[src/rtl/spi_cmd_framer_pkg.sv]
// Shared definitions for the SPI command framer and the command executor:
// FSM encoding, frame geometry, start pattern and CRC7 polynomial.
package spi_cmd_framer_pkg;

    typedef enum logic [1:0] {
        ST_IDLE    = 2'd0,
        ST_COLLECT = 2'd1,
        ST_HOLD    = 2'd2
    } state_e;

    localparam int          FRAME_BYTES   = 6;
    localparam logic [1:0]  START_PATTERN = 2'b01;
    localparam logic [6:0]  CRC7_POLY     = 7'h09;

    // Count value held while waiting for the final (CRC + end bit) byte.
    localparam logic [2:0]  LAST_COUNT    = 3'(FRAME_BYTES - 1);

endpackage

[src/rtl/spi_cmd_framer_crc7.sv]
// Combinational CRC7 (x^7 + x^3 + 1) advance over one full byte, MSB first,
// unrolled into eight single-bit steps.
module crc7_byte
    import spi_cmd_framer_pkg::*;
(
    input  logic [6:0] i_crc,
    input  logic [7:0] i_byte,
    output logic [6:0] o_crc
);

    logic [6:0] w_crc;
    logic       w_fb;

    // NOTE: every variable written in this always_comb gets a value before any
    // branch or loop, so no path can leave it holding state (no latch).
    always_comb begin
        w_crc = i_crc;
        w_fb  = 1'b0;
        for (int i = 7; i >= 0; i--) begin
            w_fb  = w_crc[6] ^ i_byte[i];
            w_crc = {w_crc[5:0], 1'b0} ^ (w_fb ? CRC7_POLY : 7'h00);
        end
        o_crc = w_crc;
    end

endmodule

[src/rtl/spi_cmd_framer.sv]
// Assembles 6-byte SD-style command frames from the SPI byte stream, checks
// CRC7 and end bit, and presents each command on a valid/ready handshake.
module spi_cmd_framer
    import spi_cmd_framer_pkg::*;
#(
    parameter bit         CRC_CHECK = 1'b1,
    parameter logic [7:0] FILL_BYTE = 8'hFF
)
(
    input  logic        CLK,
    input  logic        RST_N,
    input  logic        CS,
    input  logic [7:0]  Buffer,
    input  logic        Changed,
    output logic        CmdValid,
    input  logic        CmdReady,
    output logic [5:0]  CmdIndex,
    output logic [31:0] CmdArg,
    output logic        CrcOk,
    output logic        Overrun
);

    state_e      r_state;
    logic [2:0]  r_count;
    logic [6:0]  r_crc;
    logic [5:0]  r_index;
    logic [31:0] r_arg;
    logic        r_cmd_valid;
    logic [5:0]  r_cmd_index;
    logic [31:0] r_cmd_arg;
    logic        r_crc_ok;
    logic        r_overrun;

    logic        w_byte_evt;
    logic        w_is_start;
    logic        w_accept;
    logic        w_crc_pass;
    logic [6:0]  w_crc_seed;
    logic [6:0]  w_crc_next;

    // Chip select wins over a coincident byte strobe.
    assign w_byte_evt = Changed && !CS;
    assign w_is_start = (Buffer[7:6] == START_PATTERN) && (Buffer != FILL_BYTE);
    assign w_accept   = r_cmd_valid && CmdReady;
    assign w_crc_pass = (Buffer[7:1] == r_crc) || !CRC_CHECK;

    // A new frame always starts the CRC from zero, whatever is left in r_crc.
    assign w_crc_seed = (r_state == ST_IDLE) ? 7'h00 : r_crc;

    crc7_byte u_crc7 (
        .i_crc  (w_crc_seed),
        .i_byte (Buffer),
        .o_crc  (w_crc_next)
    );

    // NOTE: sequential state uses non-blocking assignments only, so every
    // register sees the pre-edge value of every other register.
    always_ff @(posedge CLK or negedge RST_N) begin
        if (!RST_N) begin
            r_state     <= ST_IDLE;
            r_count     <= 3'd0;
            r_crc       <= 7'h00;
            r_index     <= 6'd0;
            r_arg       <= 32'h0;
            r_cmd_valid <= 1'b0;
            r_cmd_index <= 6'd0;
            r_cmd_arg   <= 32'h0;
            r_crc_ok    <= 1'b0;
            r_overrun   <= 1'b0;
        end else begin
            r_overrun <= 1'b0;
            case (r_state)
                ST_IDLE: begin
                    if (w_byte_evt && w_is_start) begin
                        r_index <= Buffer[5:0];
                        r_crc   <= w_crc_next;
                        r_count <= 3'd1;
                        r_state <= ST_COLLECT;
                    end
                end

                ST_COLLECT: begin
                    if (CS) begin
                        r_count <= 3'd0;
                        r_state <= ST_IDLE;
                    end else if (Changed) begin
                        if (r_count == LAST_COUNT) begin
                            r_cmd_index <= r_index;
                            r_cmd_arg   <= r_arg;
                            r_crc_ok    <= w_crc_pass && Buffer[0];
                            r_cmd_valid <= 1'b1;
                            r_count     <= 3'd0;
                            r_state     <= ST_HOLD;
                        end else begin
                            r_arg   <= {r_arg[23:0], Buffer};
                            r_crc   <= w_crc_next;
                            r_count <= r_count + 3'd1;
                        end
                    end
                end

                ST_HOLD: begin
                    // Bytes arriving here are always dropped; only a lost start byte is flagged.
                    if (w_accept) begin
                        r_cmd_valid <= 1'b0;
                        r_state     <= ST_IDLE;
                    end else if (w_byte_evt && w_is_start) begin
                        r_overrun <= 1'b1;
                    end
                end

                default: begin
                    r_count     <= 3'd0;
                    r_cmd_valid <= 1'b0;
                    r_state     <= ST_IDLE;
                end
            endcase
        end
    end

    assign CmdValid = r_cmd_valid;
    assign CmdIndex = r_cmd_index;
    assign CmdArg   = r_cmd_arg;
    assign CrcOk    = r_crc_ok;
    assign Overrun  = r_overrun;

endmodule

[config.mk]
export PLATFORM = sky130hd
export DESIGN_NAME = spi_cmd_framer
export DESIGN_NICKNAME = d
export VERILOG_FILES = /design/src/rtl/spi_cmd_framer_pkg.sv /design/src/rtl/spi_cmd_framer_crc7.sv /design/src/rtl/spi_cmd_framer.sv
export SDC_FILE = /design/constraint.sdc
export NUM_CORES = 1
export LEC_CHECK = 0
export ABC_AREA = 1
export CAP_MARGIN = 20
export CORE_AREA = 2 2 87 98
export CTS_CLUSTER_DIAMETER = 50
export DETAILED_ROUTE_END_ITERATION = 16
export DIE_AREA = 0 0 89 100
export PLACE_DENSITY = 0.78
export SLEW_MARGIN = 30
export SYNTH_ARGS = -nofsm -noshare
export SYNTH_HDL_FRONTEND = slang
export SYNTH_HIERARCHICAL = 1
export SYNTH_SLANG_ARGS = --single-unit
[constraint.sdc]
create_clock -name CLK -period 2.65 [get_ports CLK]
set_input_delay 0.265 -clock CLK [delete_from_list [all_inputs] [get_ports CLK]]
set_output_delay 0.265 -clock CLK [all_outputs]
set_load 0.02 [all_outputs]
==> reports/qor.yml <==
worstMarginPinSlew_ns: 0.795
seq_area_sq_um: 2280
dp_hpwl_microns: 5730
final_util_pct: 62.0
grt_pass1_vias: 3069
slew_headroom_pct: 47.0
drc: 0
start_util_pct: 52.9
synth_cell_types: 21
max_freq_mhz: 518
fin_crit_ns: 1.93
drt_pass1_iterations: 4
die_y_microns: 100
gp_congestion: 0.864
routedWlPerCell_microns: 11.8
synthTopCellsByArea: "dfrtp_1 53%, nand2_1 18%, o21ai_2 7.8%"
hold_path.class: "in2async"
yosys.area.top_type_share_pct: 53.4
synth_edf_count: 0
status: "complete, no violations"
ys.flop_type: "dfrtp_1"
clk_path_buf_depth: 2
setup_viol: 0
final_common_cell: "nand2_1"
post_drt_via_cell_ratio: 4.87
mostFrequentLayoutCells: "206 x nand2_1, 91 x dfrtp_1, 58 x inv_1"
ys_seq_area_share_pct: 53.4
grt_use_total_pct: 19.4
die-area_sq_um: 8900
grt_pass1_wl_microns: 13500
num-fill-cells: 713
vias: 3249
io_buffers: 53
power_mw: 3.38
drv_slew: 0
core_area_sq_um: 8060
synth_seq_cells: 91
peakVddDrop_mv: 0.352
placementRows: 35
drive_above_1_share_pct: 13.7
nets: 564
synth_top_area_cell: "dfrtp_1"
drtIter0Drc: 159
postCtsSetupBuffers: 0
finalCritPeriodShare_pct: 72.9
maxCapViolCount: 0
critPathMaxFanout: 64
synth_cells: 500
fin_setup_tns_ns: 0
multi_input_area_sq_um: 1590
rsz0062_at_grt: "false"
cts_root_buf: "clkbuf_8"
antenna_left: 0
critPathCaptureType: "flip-flop"
crit_arrival_ns: 2.16
power.density_nw_per_um2: 677
antenna_cells: 0
cts_tree: "yes"
antenna_found_initial: 0
cts_made_buffers: 9
final.setup_skew_ns: 0.00989
clkLatencyLatePin_ns: 0.37
final_hold_viol_count: 0
syn_area_sq_um: 4260
synth_nets: 513
synth-async-reset-ratio_pct: 100
clock-sinks: 91
io_pins: 54
path_class: "reg2reg"
yosysWarnings: 6
wl_microns: 7850
crit_required_ns: 2.88
start_kind: "flip-flop"
grt_max_degree: 65
grt_overflow: 0
die_w_microns: 89
p_leak_nw: 2.48
cts.reportedPaths.clkPinSlew_ns: 0.10
area_delta_synth_final_pct: 17.3
avgSynthCellArea_sq_um: 8.52
htreeDepth: 3
timing repair:
action | 4_1_cts | 5_1_grt
setup endpoints to repair | 0 | 0
gates resized for setup | 0 | 0
hold buffers | 1 | 0
endpoints found under the hold margin | 43 | 0
final timing paths:
path | startpoint | to | slack [ns] | depth (start not counted)
max in group asynchronous | RST_N | r_crc[3] | 1.58 | 3
min in group CLK | r_arg[24] | CmdArg[24] | 0.48 | 2
max | r_state[1] | r_arg[31] | 0.72 | 6
max reg2reg | r_state[1] | r_arg[31] | 0.72 | 6
min reg2reg | r_arg[24] | CmdArg[24] | 0.48 | 2
min | RST_N | CmdArg[27] | 0.42 | 2
synthesized netlist by cell type, types with 6 or more instances:
library cell,count
inv_1,58
o21ai_1,16
o21ai_2,38
nand2_1,206
dfrtp_1,91
o21ai_0,11
buf_6,11
nor2_1,15
nand3_1,20
nand2_2,6
flip-flops by register name, indices dropped and copies added (netlist names):
register / flops
Overrun: 1
CmdValid: 1
CmdArg: 32
CrcOk: 1
r_arg: 32
r_state: 2
r_count: 3
r_index: 6
CmdIndex: 6
r_crc: 7
power by group:
part | internal, mW | total [mW] | switching, mW
clock network | 0.356 | 0.874 | 0.518
registers | 1.63 | 1.78 | 0.149
logic | 0.259 | 0.727 | 0.468
stage by stage:
step	hold slack, ns	worst slack, ns	instances	area [sq um]
6_report	0.418	0.719	667	5000
5_1_grt	0.494	0.529	667	5000
4_1_cts	0.445	0.712	667	5000
3_5_place_dp	0.297	0.511	650	4800
3_3_place_gp	0.291	0.585	650	4800
2_1_floorplan	-0.0306	1.24	500	4260
logic make-up (layout without fill, tap and decap cells):
| logic type | Yosys count | in the layout | share of synthesized area [%] |
|---|---|---|---|
| compound gates | 68 | 68 | 11.3 |
| simple gates | 258 | 258 | 25.1 |
| flops | 91 | 91 | 53.4 |
| xor+xnor | 4 | 4 | 0.822 |
| buf+inv | 79 | 135 | 9.28 |
cell type report:
type / count / share of cell area (%)
timing repair buffer: 57 / 11.5
clock inverter: 7 / 1.25
tap: 111 / 2.78
multi-input combinational: 330 / 31.8
sequential: 91 / 45.6
clock buffer: 9 / 2.48
inverter: 62 / 4.66
routing by layer:
layer	global-route usage [%]	part of all wire, %	wire length (microns)	up-vias
met5	0	0	0	-
met4	9.30	2.9	225	0
met3	3.21	3.5	275	20
met2	32.4	50	3890	72
met1	24.4	44	3450	1510
li1	-	-	-	1647
worst max-delay path, cell delays in order (launching register included):
cell,delay (ns)
dfrtp_1,0.44
inv_2,0.10
nand2_2,0.09
nor2_4,0.19
nand3_4,0.61
nand2_1,0.28
o21ai_2,0.07
Power figures use the tool's default switching activity.
